**src/rtl/wram_cdc_dma_if.sv**
```systemverilog
// CDC source handshake plus WRAM write-port bundle used by the CDC->WRAM DMA engine.
// master: DMA engine side (drives src_ready and the dma_* write port, sees src_* and wram_hold).
// slave : environment side (CDC buffer feeding src_*, WRAM controller consuming dma_* and driving wram_hold).
interface wram_cdc_dma_if #(
   parameter int ADDR_W = 19
);
   logic              src_valid;
   logic [15:0]       src_data;
   logic              src_ready;
   logic              wram_hold;
   logic [ADDR_W-1:0] dma_addr;
   logic [15:0]       dma_dat;
   logic              dma_ce_wram;
   logic              dma_we;

   modport master (
      input  src_valid, src_data, wram_hold,
      output src_ready, dma_addr, dma_dat, dma_ce_wram, dma_we
   );

   modport slave (
      output src_valid, src_data, wram_hold,
      input  src_ready, dma_addr, dma_dat, dma_ce_wram, dma_we
   );
endinterface

```
**src/rtl/wram_cdc_dma.sv**
```systemverilog
// CDC host-data -> Word-RAM DMA: pulls 16-bit words from the CDC buffer and writes them to WRAM.
// Latency: first WRAM strobe 1 tick after a word is accepted; one word per WR_TICKS+1 ticks at best.
// Backpressure: src_ready only in FETCH; wram_hold freezes an in-flight write; sub_sync=0 freezes all.
// Ports: clk_asic/cd_rst_n clock and async active-low reset; sub_sync tick enable;
//        start/abort/dst_addr/len control; busy/done/remain status;
//        bus (master): src_valid/src_data/src_ready source, wram_hold, dma_addr/dma_dat/dma_ce_wram/dma_we.
module wram_cdc_dma #(
   parameter int ADDR_W   = 19,
   parameter int LEN_W    = 12,
   parameter int WR_TICKS = 2
) (
   input  logic              clk_asic,
   input  logic              cd_rst_n,
   input  logic              sub_sync,
   input  logic              start,
   input  logic              abort,
   input  logic [ADDR_W-1:0] dst_addr,
   input  logic [LEN_W-1:0]  len,
   output logic              busy,
   output logic              done,
   output logic [LEN_W-1:0]  remain,
   wram_cdc_dma_if.master    bus
);
   localparam int CNT_W = (WR_TICKS > 1) ? $clog2(WR_TICKS) : 1;

   typedef enum logic [1:0] {S_IDLE, S_FETCH, S_WRITE, S_FIN} state_t;

   state_t            r_state;
   state_t            w_next;
   logic [ADDR_W-1:0] r_addr;
   logic [15:0]       r_dat;
   logic [LEN_W-1:0]  r_remain;
   logic [CNT_W-1:0]  r_cnt;
   logic              w_wr_end;

   // Last counted tick of a word write; held-off ticks never count.
   assign w_wr_end = (r_cnt == CNT_W'(WR_TICKS - 1)) & ~bus.wram_hold;

   // State register
   always_ff @(posedge clk_asic or negedge cd_rst_n) begin
      if (!cd_rst_n) begin
         r_state <= S_IDLE;
      end else if (sub_sync) begin
         r_state <= w_next;
      end
   end

   // Next-state logic; abort overrides everything, including a start in IDLE.
   always_comb begin
      w_next = r_state;
      if (sub_sync) begin
         if (abort) begin
            w_next = S_IDLE;
         end else begin
            case (r_state)
               S_IDLE:  if (start) w_next = (len == '0) ? S_FIN : S_FETCH;
               S_FETCH: if (bus.src_valid) w_next = S_WRITE;
               S_WRITE: if (w_wr_end) w_next = (r_remain == LEN_W'(1)) ? S_FIN : S_FETCH;
               S_FIN:   w_next = S_IDLE;
               default: w_next = S_IDLE;
            endcase
         end
      end
   end

   // Outputs decoded from the current state
   always_comb begin
      bus.src_ready   = 1'b0;
      bus.dma_ce_wram = 1'b0;
      bus.dma_we      = 1'b0;
      busy            = 1'b0;
      done            = 1'b0;
      case (r_state)
         S_FETCH: begin
            busy          = 1'b1;
            bus.src_ready = ~abort;
         end
         S_WRITE: begin
            busy            = 1'b1;
            bus.dma_ce_wram = 1'b1;
            bus.dma_we      = 1'b1;
         end
         S_FIN: begin
            busy = 1'b1;
            done = 1'b1;
         end
         default: ;
      endcase
   end

   // Datapath: address, data, word count and per-word tick counter.
   // On abort only the tick counter is cleared so remain/addr report where the transfer stopped.
   always_ff @(posedge clk_asic or negedge cd_rst_n) begin
      if (!cd_rst_n) begin
         r_addr   <= '0;
         r_dat    <= '0;
         r_remain <= '0;
         r_cnt    <= '0;
      end else if (sub_sync) begin
         if (abort) begin
            r_cnt <= '0;
         end else begin
            case (r_state)
               S_IDLE: begin
                  if (start) begin
                     r_addr   <= dst_addr & ~ADDR_W'(1);
                     r_remain <= len;
                     r_cnt    <= '0;
                  end
               end
               S_FETCH: begin
                  if (bus.src_valid) r_dat <= bus.src_data;
               end
               S_WRITE: begin
                  if (w_wr_end) begin
                     r_cnt    <= '0;
                     r_remain <= r_remain - LEN_W'(1);
                     r_addr   <= r_addr + ADDR_W'(2);
                  end else if (!bus.wram_hold) begin
                     r_cnt <= r_cnt + CNT_W'(1);
                  end
               end
               default: ;
            endcase
         end
      end
   end

   assign remain       = r_remain;
   assign bus.dma_addr = r_addr;
   assign bus.dma_dat  = r_dat;
endmodule

```
**src/flat_wrapper.sv**
```systemverilog
// flat-port wrapper written by rule: the top's interface ports become plain ports
module wram_cdc_dma_flat 
#(
   parameter int ADDR_W   = 19,
   parameter int LEN_W    = 12,
   parameter int WR_TICKS = 2
)
  (clk_asic, cd_rst_n, sub_sync, start, abort, dst_addr, len, busy, done, remain, bus_src_valid, bus_src_data, bus_wram_hold, bus_src_ready, bus_dma_addr, bus_dma_dat, bus_dma_ce_wram, bus_dma_we);
  wram_cdc_dma_if #(.ADDR_W(ADDR_W)) bus_i ();
  input  logic clk_asic;
  input  logic cd_rst_n;
  input  logic sub_sync;
  input  logic start;
  input  logic abort;
  input  logic [ADDR_W-1:0] dst_addr;
  input  logic [LEN_W-1:0] len;
  output logic busy;
  output logic done;
  output logic [LEN_W-1:0] remain;
  input wire logic [$bits(bus_i.src_valid)-1:0] bus_src_valid;
  input wire logic [$bits(bus_i.src_data)-1:0] bus_src_data;
  input wire logic [$bits(bus_i.wram_hold)-1:0] bus_wram_hold;
  output wire logic [$bits(bus_i.src_ready)-1:0] bus_src_ready;
  output wire logic [$bits(bus_i.dma_addr)-1:0] bus_dma_addr;
  output wire logic [$bits(bus_i.dma_dat)-1:0] bus_dma_dat;
  output wire logic [$bits(bus_i.dma_ce_wram)-1:0] bus_dma_ce_wram;
  output wire logic [$bits(bus_i.dma_we)-1:0] bus_dma_we;
  assign bus_i.src_valid = bus_src_valid;
  assign bus_i.src_data = bus_src_data;
  assign bus_i.wram_hold = bus_wram_hold;
  assign bus_src_ready = bus_i.src_ready;
  assign bus_dma_addr = bus_i.dma_addr;
  assign bus_dma_dat = bus_i.dma_dat;
  assign bus_dma_ce_wram = bus_i.dma_ce_wram;
  assign bus_dma_we = bus_i.dma_we;
  wram_cdc_dma #(.ADDR_W(ADDR_W), .LEN_W(LEN_W), .WR_TICKS(WR_TICKS)) u_core (.clk_asic(clk_asic), .cd_rst_n(cd_rst_n), .sub_sync(sub_sync), .start(start), .abort(abort), .dst_addr(dst_addr), .len(len), .busy(busy), .done(done), .remain(remain), .bus(bus_i));
endmodule
```
**config.mk**
```make
export PLATFORM = sky130hd
export DESIGN_NAME = wram_cdc_dma_flat
export DESIGN_NICKNAME = d
export VERILOG_FILES = /design/src/rtl/wram_cdc_dma_if.sv /design/src/rtl/wram_cdc_dma.sv /design/src/flat_wrapper.sv
export SDC_FILE = /design/constraint.sdc
export NUM_CORES = 1
export LEC_CHECK = 0
export CORE_ASPECT_RATIO = 0.5
export CORE_UTILIZATION = 56
export CTS_CLUSTER_DIAMETER = 150
export CTS_CLUSTER_SIZE = 28
export DETAILED_ROUTE_END_ITERATION = 16
export DONT_BUFFER_PORTS = 1
export HOLD_SLACK_MARGIN = 0.02
export PLACE_DENSITY = 0.68
export SETUP_SLACK_MARGIN = 0.15
export SYNTH_ARGS = -nofsm -noshare
export SYNTH_HDL_FRONTEND = slang
export SYNTH_SLANG_ARGS = --single-unit
```
**constraint.sdc**
```tcl
create_clock -name clk_asic -period 2.3 [get_ports clk_asic]
set_input_delay 0.46 -clock clk_asic [delete_from_list [all_inputs] [get_ports clk_asic]]
set_output_delay 0.46 -clock clk_asic [all_outputs]
set_load 0.01 [all_outputs]
```
* Yosys cells after proc, flatten, opt, wreduce, memory -nomap -nowiden
Cells that the tools add are included.
Word-level totals: RAM bits 0, logic and storage cells 52, input bits 54, memories 0, output and inout bits 52, bits in read-only memories 0, bits in latches 0, bits in registers 50
Operators by class: add/sub/neg operators 3, reduce and logical (&&, ||, !) cells 9, div/mod/pow operators 0, $mul 0, mux-type cells 22, shift-type cells 0, equal/unequal tests 10, bitwise gates (word level) 3, $lt $le $gt $ge 0
Operators by type and width (number):
- $mux 19 | 2
- $pmux 19 s2 | 1
- $mux 12 | 2
- $pmux 12 s2 | 1
- $add 19x2->19 const B | 1
- $eq 12x1->1 const B | 1
- $logic_not 12->1 | 1
- $mux 2 | 6
- $reduce_and 4->1 | 3
- $sub 12x1->12 const B | 1
- $mux 1 | 8
- $pmux 2 s4 | 1
- $ne 3x3->1 const B | 2
- $reduce_and 5->1 | 1
- $eq 2x2->1 const B | 2
- $ne 4x3->1 const B | 1
- $ne 3x2->1 const B | 1
- $reduce_bool 3->1 | 1
- $reduce_or 3->1 | 1
- $eq 2x1->1 const B | 1
- $logic_not 2->1 | 1
- $ne 2x1->1 const B | 1
- $ne 2x2->1 const B | 1
- $not 1->1 | 2
- 4 further kinds | 4

* Depth between registers and ports, before layout
word-level depth 5, gate-level depth with buffers 8, depth with buffers taken out 6

* Worst setup path after synthesis
No wires, ideal clock.
path kind register -> register, start reg u_core.r_addr[1] (netlist: u_core.bus.dma_addr[1]), end reg u_core.r_addr[17] (netlist: u_core.bus.dma_addr[17]), stages on the path, launching flop included 6, data required time 2.231 ns, library setup time 0.069 ns, slack 0.305 ns, path buffers 0, clock period less this slack 1.995 ns, arrival 1.926 ns, cells stage by stage dfrtp_1 > ha_1 > nand3_4 > or4_4 > or4b_1 > nand3_1
On the way: cells in the longest elaborated chain, start to end 3
Ends and longest elaborated chain:
- start: declaration | line wram_cdc_dma.sv:30 | logic [ADDR_W-1:0] r_addr;
- start signal: assignment | line wram_cdc_dma.sv:106 | r_addr <= dst_addr & ~ADDR_W'(1);
- start signal: assignment | line wram_cdc_dma.sv:118 | r_addr <= r_addr + ADDR_W'(2);
- $add 19x2->19 | line wram_cdc_dma.sv:118
- $mux 19 | line wram_cdc_dma.sv:115 | if (w_wr_end) begin
- $pmux 19 s2 | line wram_cdc_dma.sv:103 | case (r_state)
Every way passes these cells. The select of a mux whose other input is x is not followed. A chain may end at the register's enable or synchronous reset.

* Worst setup path in the final report
start reg u_core.r_remain[0] (netlist: u_core.remain[0]), end reg u_core.r_remain[8] (netlist: u_core.remain[8])
On the way: cells in the longest elaborated chain, start to end 3
Ends and longest elaborated chain:
- start: declaration | line wram_cdc_dma.sv:32 | logic [LEN_W-1:0] r_remain;
- start signal: assignment | line wram_cdc_dma.sv:107 | r_remain <= len;
- start signal: assignment | line wram_cdc_dma.sv:117 | r_remain <= r_remain - LEN_W'(1);
- $sub 12x1->12 | line wram_cdc_dma.sv:117
- $mux 12 | line wram_cdc_dma.sv:115
- $pmux 12 s2 | line wram_cdc_dma.sv:103
Every way passes these cells. The select of a mux whose other input is x is not followed.

==> impl_metrics.toml <==
[layout]
stdcell_area_um2 = 3040
fillers = 373
diodes = 0
final_core_util = 0.665
mostFrequentLayoutCell = "dfrtp_1"
final_cells = 368
final_cell_mix = "dfrtp_1, a21oi_1, nand2_1, o21ai_0, nor2_1"
area_growth_pct = 9.22
seq_area_um2 = 1230
multi_input_area_um2 = 1450
drive_above_1_share = 0.129
final_nets = 358

[setup_path]
timing.rr.start = "u_core.remain[0]"
critPathLaunchType = "flop"
regToRegSetupSlack_ns = 0.30
endpoint_kind = "flop"
critPathLaunch = "u_core.remain[0]"
crit_type = "reg2reg"
ff2ff_path_depth = 6
cp.arrival_ns = 2.19
required_ns = 2.49
cp_max_fo = 6

[drt]
ant_nets = 0
drt_first_pass_iters = 4
vias_per_cell = 6.41
wl_um = 6500
wire_per_inst_um = 17.7
drtIter0Drc = 98
vias = 2358
drc = 0

[clocking]
insertion_delay_ns = 0.30
clk_path_buf_depth = 2
cts_tree = "yes"
root_buffer = "clkbuf_8"
numClockSinks = 49
cts_made_buffers = 5
clk_pin_slew_ns = 0.09
htree_levels = 2

[place]
dp_hpwl_um = 4750
placed_cells = 358
gp_congestion = 0.882
placed_area_um2 = 2900
io_buffers = 0

[floorplan]
die_w_um = 102
die_h_um = 51.8
rows = 17
start_util = 0.608
io_pins = 106
fp.coreArea_um2 = 4570
die-area_um2 = 5270

[synthesis]
yosys_warnings = 0
syn-num-nets = 355
ys_ff_latch = 49
synthFlopType = "dfrtp_1"
synth_area_per_cell_um2 = 9.34
synth-edff-count = 0
synth_area_um2 = 2780
yosysUniqueCellTypes = 53
yosys-top-cells-area = "dfrtp_1, a21oi_1, mux2_1, nand2_1, a2bb2oi_1"
seq_area_frac_synth = 0.441
postSynthCellCount = 298
async_reset_ff_frac = 1.00
synth_top_area_share = 0.441
yosysTopAreaCell = "dfrtp_1"

[sta]
slew_viol_final = 0
fin_tns_setup_ns = 0
hold_viol = 0
period_needed_ns = 2.00
slew_headroom = 0.651
rsz0062_at_grt = "no"
max_freq_mhz = 499
post-route-period-util = 0.871
worst_slew_pin_slew_ns = 0.523
finalClockSkew_ns = 0.00927
setup_violations = 0

[global_routing]
grt_usage = 0.262
antenna_found_initial = 0
grt_max_degree = 50
grt_pass1_vias = 2222
grt_pass1_wl_um = 10500
grt_overflow_total = 0

[status]
outcome = "finished clean"

[hold_path]
hold_start = "abort"
hold_class = "in2reg"
worstHoldPathCells = 1

[power]
powerDensity_nw_per_um2 = 1270
leakage_nw = 1.24
ir_worst_vdd_mv = 0.767

[job]
maxCapViolCount = 0
[synthesized netlist by cell type (3+ instances only)]
library cell and count:
and3_1 4, a21oi_1 30, nor4_1 6, o211ai_1 3, o22ai_1 12, buf_2 3
dfrtp_1 49, buf_4 3, nand2_1 27, o21ai_0 19, ha_1 3, nand4_1 8
buf_1 3, mux2_1 9, a2bb2oi_1 11, nor3b_1 3, clkbuf_1 12, o31ai_1 3
nor2_1 17, inv_1 6, mux2_2 8, a31oi_1 3, and2_1 3, nor3_1 3
nand3_1 8, mux2i_1 5
[critical path: stages, from the launching register on]
cell and delay, ns:
dfrtp_1 0.46, inv_1 0.13, ha_1 0.28, or4b_1 0.53, nor4_2 0.20, o21ai_0 0.13
o2bb2ai_1 0.16
[layer usage]
layer / GRT usage / routed length [um]
met5: 0 / 0
met4: 0.0507 / 12
met3: 0.0847 / 667
met2: 0.438 / 3020
met1: 0.338 / 2800
[area by class of cell]
cell class / instances / area share
sequential: 49 / 0.403
clock inverter: 2 / 0.00453
inverter: 7 / 0.00865
clock buffer: 6 / 0.0272
timing repair buffer: 17 / 0.0535
multi-input combinational: 221 / 0.476
tap: 66 / 0.0272
[sequential cells by signal, indices dropped and copies added (netlist names)]
signal,flops
u_core.bus.dma_addr,18
u_core.bus.dma_dat,16
u_core.remain,12
u_core.r_state,2
u_core.r_cnt,1
[timing repair]
item                                   CTS  global route
buffers inserted                         0             0
hold buffers                             2             0
endpoints found under the hold margin   49             0
setup endpoints to repair                0             2
gates resized for setup                  0             2
[stage by stage]
stage	hold WS (ns)	worst slack (ns)	power (W)
6_report	0.239	0.296	0.00385
5_1_grt	0.221	0.153	0.00416
4_1_cts	0.231	0.215	0.00387
3_5_place_dp	0.165	0.268	0.00330
3_3_place_gp	0.165	0.309	0.00323
2_1_floorplan	0.164	0.305	0.00289
[cells by family after synthesis]
group           share of synthesized area
buf+inv                            0.0432
flops                               0.441
fa+ha+maj                          0.0135
simple gates                        0.192
mux                                0.0868
compound gates                      0.223
other cells                       0.00135
[report_power, final]
group	total, W	internal (W)	switching (W)
logic	0.00134	0.000617	0.000726
registers	0.00198	0.00127	0.000706
clock network	0.000536	0.000244	0.000291
[worst paths after layout]
check,endpoint
setup reg to reg,u_core.remain[8]
max in group asynchronous,u_core.bus.dma_dat[5]
min in group asynchronous,u_core.bus.dma_addr[11]
hold / removal,u_core.r_cnt
hold reg to reg,u_core.bus.dma_dat[5]
setup / recovery,u_core.remain[8]
Power figures use the tool's default switching activity.
